### src/rtl/window_3x3_ctrl_16.sv
// Pops one 3-pixel slice from three row FIFOs into a registered 3x3 window; pop in N gives valid in N+1.
// Window holds while valid && !ready and popping stalls; define WINDOW_STALL_CNT_EN for a stall counter.
module window_3x3_ctrl_16 #(
  parameter int PIX_W = 16,
  parameter int COL_W = 8,
  parameter int ROW_W = 8
) (
  input  logic               clk,
  input  logic               reset_n,
  input  logic               start,
  input  logic               stride2en,
  input  logic [COL_W-1:0]   row_len,
  input  logic [ROW_W-1:0]   num_rows,
  input  logic [3:0]         fifo_count0,
  input  logic [3:0]         fifo_count1,
  input  logic [3:0]         fifo_count2,
  input  logic [3*PIX_W-1:0] fifo_data0,
  input  logic [3*PIX_W-1:0] fifo_data1,
  input  logic [3*PIX_W-1:0] fifo_data2,
  output logic               fifo_pop,
  output logic               one_row_complete,
  output logic [9*PIX_W-1:0] window_data,
  output logic               window_valid,
  input  logic               window_ready,
  output logic               frame_done,
  output logic               busy,
  output logic [15:0]        stall_cnt
);

  typedef enum logic [1:0] {
    S_IDLE    = 2'd0,
    S_RUN     = 2'd1,
    S_ROW_END = 2'd2,
    S_DONE    = 2'd3
  } state_t;

  localparam logic [COL_W-1:0] COL_ONE = COL_W'(1);
  localparam logic [ROW_W-1:0] ROW_ONE = ROW_W'(1);

  state_t             state_q;
  logic [COL_W-1:0]   row_len_q;
  logic [COL_W-1:0]   col_q;
  logic [ROW_W-1:0]   num_rows_q;
  logic [ROW_W-1:0]   row_q;
  logic [9*PIX_W-1:0] win_q;
  logic               win_vld_q;
  logic               orc_q;
  logic               done_q;
  logic               busy_q;

  logic counts_ok;
  logic slot_free;
  logic accept;
  logic pop_d;
  logic last_col;
  logic last_row;
  logic params_zero;
  logic unused_stride;

  // Stride is consumed by the FIFOs; the window controller behaves identically either way.
  assign unused_stride = stride2en;

  assign counts_ok   = (fifo_count0 >= 4'd3) && (fifo_count1 >= 4'd3) && (fifo_count2 >= 4'd3);
  assign accept      = win_vld_q && window_ready;
  assign slot_free   = !win_vld_q || window_ready;
  assign last_col    = (col_q == (row_len_q - COL_ONE));
  assign last_row    = (row_q == (num_rows_q - ROW_ONE));
  assign params_zero = (row_len == '0) || (num_rows == '0);

  // A restart in the same cycle would discard the popped slice, so start suppresses the pop.
  assign pop_d = (state_q == S_RUN) && !start && counts_ok && slot_free;

  always_ff @(posedge clk or negedge reset_n) begin
    if (!reset_n) begin
      state_q    <= S_IDLE;
      row_len_q  <= '0;
      col_q      <= '0;
      num_rows_q <= '0;
      row_q      <= '0;
      win_q      <= '0;
      win_vld_q  <= 1'b0;
      orc_q      <= 1'b0;
      done_q     <= 1'b0;
      busy_q     <= 1'b0;
    end else if (start) begin
      // Fresh frame or abort of a running one: no completion pulses for the old frame.
      row_len_q  <= row_len;
      num_rows_q <= num_rows;
      col_q      <= '0;
      row_q      <= '0;
      win_vld_q  <= 1'b0;
      orc_q      <= 1'b0;
      done_q     <= 1'b0;
      busy_q     <= 1'b1;
      state_q    <= params_zero ? S_DONE : S_RUN;
    end else begin
      orc_q  <= 1'b0;
      done_q <= 1'b0;

      if (pop_d) begin
        win_q     <= {fifo_data2, fifo_data1, fifo_data0};
        win_vld_q <= 1'b1;
      end else if (accept) begin
        win_vld_q <= 1'b0;
      end

      case (state_q)
        S_IDLE: begin
          busy_q <= 1'b0;
        end
        S_RUN: begin
          if (pop_d) begin
            if (last_col) begin
              col_q   <= '0;
              state_q <= S_ROW_END;
            end else begin
              col_q <= col_q + COL_ONE;
            end
          end
        end
        S_ROW_END: begin
          // Row closes only once its final window has left the output register.
          if (!win_vld_q || accept) begin
            orc_q <= 1'b1;
            if (last_row) begin
              row_q   <= '0;
              state_q <= S_DONE;
            end else begin
              row_q   <= row_q + ROW_ONE;
              state_q <= S_RUN;
            end
          end
        end
        S_DONE: begin
          // Two cycles in DONE: the first arms frame_done, the second presents it.
          if (!done_q) begin
            done_q <= 1'b1;
          end else begin
            busy_q  <= 1'b0;
            state_q <= S_IDLE;
          end
        end
        default: begin
          state_q <= S_IDLE;
        end
      endcase
    end
  end

`ifdef WINDOW_STALL_CNT_EN
  logic [15:0] stall_q;

  always_ff @(posedge clk or negedge reset_n) begin
    if (!reset_n) begin
      stall_q <= '0;
    end else if (start) begin
      stall_q <= '0;
    end else if (win_vld_q && !window_ready && (stall_q != 16'hFFFF)) begin
      stall_q <= stall_q + 16'd1;
    end
  end

  assign stall_cnt = stall_q;
`else
  assign stall_cnt = 16'h0;
`endif

  assign fifo_pop         = pop_d;
  assign one_row_complete = orc_q;
  assign window_data      = win_q;
  assign window_valid     = win_vld_q;
  assign frame_done       = done_q;
  assign busy             = busy_q;

endmodule

### config.mk
export PLATFORM = sky130hd
export DESIGN_NAME = window_3x3_ctrl_16
export DESIGN_NICKNAME = d
export VERILOG_FILES = /design/src/rtl/window_3x3_ctrl_16.sv
export SDC_FILE = /design/constraint.sdc
export NUM_CORES = 1
export LEC_CHECK = 0
export ABC_AREA = 1
export BUFFER_PORTS_ARGS = -buffer_cell sky130_fd_sc_hd__buf_4
export CAP_MARGIN = 20
export CELL_PAD_IN_SITES_DETAIL_PLACEMENT = 1
export CELL_PAD_IN_SITES_GLOBAL_PLACEMENT = 2
export CORE_UTILIZATION = 28
export CTS_BUF_LIST = sky130_fd_sc_hd__clkbuf_4 sky130_fd_sc_hd__clkbuf_8 sky130_fd_sc_hd__clkbuf_16
export CTS_CLUSTER_DIAMETER = 120
export DETAILED_ROUTE_END_ITERATION = 6
export PLACE_DENSITY_LB_ADDON = 0.1
export SLEW_MARGIN = 20
export SYNTH_ARGS = -nofsm -noshare
export SYNTH_HDL_FRONTEND = slang
export SYNTH_SLANG_ARGS = --single-unit
### constraint.sdc
create_clock -name clk -period 3.2 [get_ports clk]
set_input_delay 0.32 -clock clk [delete_from_list [all_inputs] [get_ports clk]]
set_output_delay 0.32 -clock clk [all_outputs]
set_load 0.005 [all_outputs]
==> results.md <==
- Worst-path cell chain: inv_2 -> nor2_4 -> nand3_1 -> nand3b_4 -> inv_4 -> buf_4
- Starting Density: 0.2841
- Comb power frac: 0.357
- Syn avg cell area: 8.327 µm²
- FF-to-FF End: state_q[1]$_DFFE_PN0P_
- Synthesis-to-finish area growth: 42.05%
- Largest net degree at the start of global routing: 72
- Buf/Inv on CP: 3
- Max Cap Viol: 0
- Die span in y: 169.9 µm
- Maximum clock path buffer count: 2
- Sw Pwr: 3120 µW
- Antenna cells: 0
- Routability-driven placement congestion ratio: 0.7236
- Number of global-route vias before repair: 7,090
- Crit share post-route: 0.6561
- Clk_lat worst skew: 440 ps
- Worst slew pin tran: 756.6 ps
- Flops & latches, synth: 182
- DR pass1 iterations: 4
- Port Buffers: 324
- Required time of the critical path: 2880 ps
- Final Max Slew Viols: 0
- Crit. End Element: output pin
- Final HPWL from detailed placement: 18,580 µm
- Reg2reg start: window_valid$_DFFE_PN0P_
- Nets: 1,444
- Internal power: 5980 µW
- Initial drt markers: 315
- Layout Utilization: 0.4036
- Hold path depth: 3
- End point of the worst hold path: window_data[86]$_DFFE_PN0P_
- Post-route antenna net violation count: 0
- Most frequent cells in the layout: nand2_1 (531), buf_4 (329), dfrtp_1 (182)
- Worst clock skew: 17.16 ps
- Cells after Synth: 948
- Clock transition at path regs: 80 ps
- Row cnt: 61
- Mapped cell area: 7894 µm²
- Sum of negative setup slack: 0 ps
- Setup bufs post-CTS: 0
- Sequential share of power: 0.409
- CTS tree: yes
- Crit path kind: flop to output pin
- Reg-to-reg slack, setup: 1230 ps
- GRT Total Usage: 0.1806
- Peak Freq: 476.3 MHz
- Slowest CP cell: dfrtp_1
- Largest stage delay, worst path: 390 ps
- Total CTS buffers: 17
- Outcome: completed
- Antenna violations before repair: 0
- Vias per inst: 4.226
- Clock network fraction of total power: 0.234
- Vias: 6,989
- LEAKAGE: 0.006167 µW
- CP Launch Type: flop
- Minimum clock period: 2100 ps
- Hold Fails Final Rpt: 0
- Post-synth cell types: 28
- Io pins: 342
- Final wirelength: 25,770 µm
- Worst Path Arrival: 1780 ps
- Critical path fanouts, max: 32
- H-tree levels: 4
- Overflow left after global routing: 0
- First-pass GRT wire length: 39,790 µm
- Yosys Warn Count: 0
- Commonest non-fill, non-tap cell in the layout: nand2_1
- Hold path startpoint: fifo_data1[38]
- Number of setup violations in the final report: 0
- Worst VDD drop: 379.3 µV
- Power Dens Cells: 811.5 nW/µm²
- DRC Markers: 0
- Root Driver: clkbuf_16
- Switching power share of the total: 0.3429
- Core ar.: 27,780 µm²
- Slew margin rel.: 0.4956
- R2R depth: 11
- CP top delay family: buffers and inverters
- WL per Instance: 15.58 µm
- Worst hold slack: 68.47 ps
- Clock sink total: 182
- Seq/Total Area, Yosys: 0.5770
- Die area: 28,870 µm²
- Hold WC Path Type: input pin to flop
- Die X: 169.9 µm
- RSZ-0062 raised after global routing: false
- Layout cells sized above 1: 0.3025
==> layout make-up <==
type | instances | area, µm²
sequential | 182 | 4554
clock buffer | 18 | 432.9
fill | 3401 | 16570
tap | 378 | 473.0
clock inverter | 14 | 142.6
inverter | 42 | 160.2
timing repair buffer | 334 | 2554
multi-input combinational | 686 | 2897
==> how the worst max path moves through the flow <==
stage                             start                      to  depth (start not counted)  slack [ps]
3_5_place_dp                      start  state_q[1]$_DFFE_PN0P_                         12         820
3_3_place_gp                      start  state_q[1]$_DFFE_PN0P_                         12         830
2_1_floorplan  row_len_q[0]$_DFFE_PN0P_    col_q[7]$_DFFE_PN0P_                         12        1620
6_report         state_q[0]$_DFFE_PN0P_                fifo_pop                          6        1100
5_1_grt          state_q[0]$_DFFE_PN0P_                fifo_pop                          6         910
4_1_cts          state_q[0]$_DFFE_PN0P_                fifo_pop                          6        1020
==> per-layer routing <==
layer  vias up  wire [µm]  track usage
met5         -          0            0
met4         0        292      0.05170
met3        16       2099      0.07093
met2       194      12500       0.2958
met1      3304      10870       0.2185
li1       3475          -            -
==> metrics by stage <==
stage | cells | cell area [µm²] | worst slack [ps] | power [µW]
detailed placement | 1621 | 10630 | 816.3 | 7073
floorplan | 963 | 7950 | 1615 | 5038
CTS | 1654 | 11210 | 1021 | 9288
finish | 1654 | 11210 | 1100 | 9100
global placement | 1621 | 10630 | 828.3 | 7024
global route | 1654 | 11210 | 908.0 | 9793
==> worst min-delay path, delay by kind of cell <==
kind | cells | cell delay, ps
buf+inv | 1 | 70
simple gates | 2 | 80
==> sequential cells by signal, indices dropped and copies added (netlist names), 2 cells and up <==
signal and cells:
col_q 8, num_rows_q 8, row_len_q 8, row_q 8, state_q 2, window_data 144
==> cell families after synthesis <==
kind of cell             count (synthesis)  share of synthesized area
flip-flops                             182                     0.5770
other                                    1                  0.0004751
buffers and inverters                   95                    0.06324
AO/OA/AOI/OAI                           31                    0.02140
XOR/XNOR                                22                    0.02441
adder cells (fa/ha/maj)                  4                   0.006340
AND/OR/NAND/NOR                        613                     0.3072
==> cells in the mapped netlist, drive strengths merged <==
master / count / area share
ha: 4 / 0.0063
nand4: 4 / 0.0032
conb: 1 / 0.00048
nor4: 2 / 0.0016
inv: 42 / 0.020
xor2: 17 / 0.019
nor3: 7 / 0.0051
dfrtp: 182 / 0.58
nor2: 40 / 0.022
a21oi: 2 / 0.0013
nand3: 24 / 0.017
nand3b: 2 / 0.0035
xnor2: 5 / 0.0055
o22ai: 8 / 0.0063
nand2: 534 / 0.25
buf: 50 / 0.042
o21ai: 21 / 0.014
clkbuf: 3 / 0.0014
==> power groups by stage <==
stage / clock [µW] / sequential (µW) / combinational (µW)
after floorplan: 0 / 3770 / 1260
after global placement: 0 / 3720 / 3310
after detailed placement: 0 / 3740 / 3330
after CTS: 2220 / 3730 / 3340
after global routing: 2300 / 3840 / 3660
final: 2130 / 3720 / 3250
==> repair_timing <==
| action | 4_1_cts | 5_1_grt |
|---|---|---|
| endpoints found under the setup margin | 0 | 0 |
| gates resized for setup | 0 | 0 |
| hold endpoints to repair | 68 | 0 |
| hold buffers | 1 | 0 |
No activity file was read; power rests on OpenSTA's default activity.
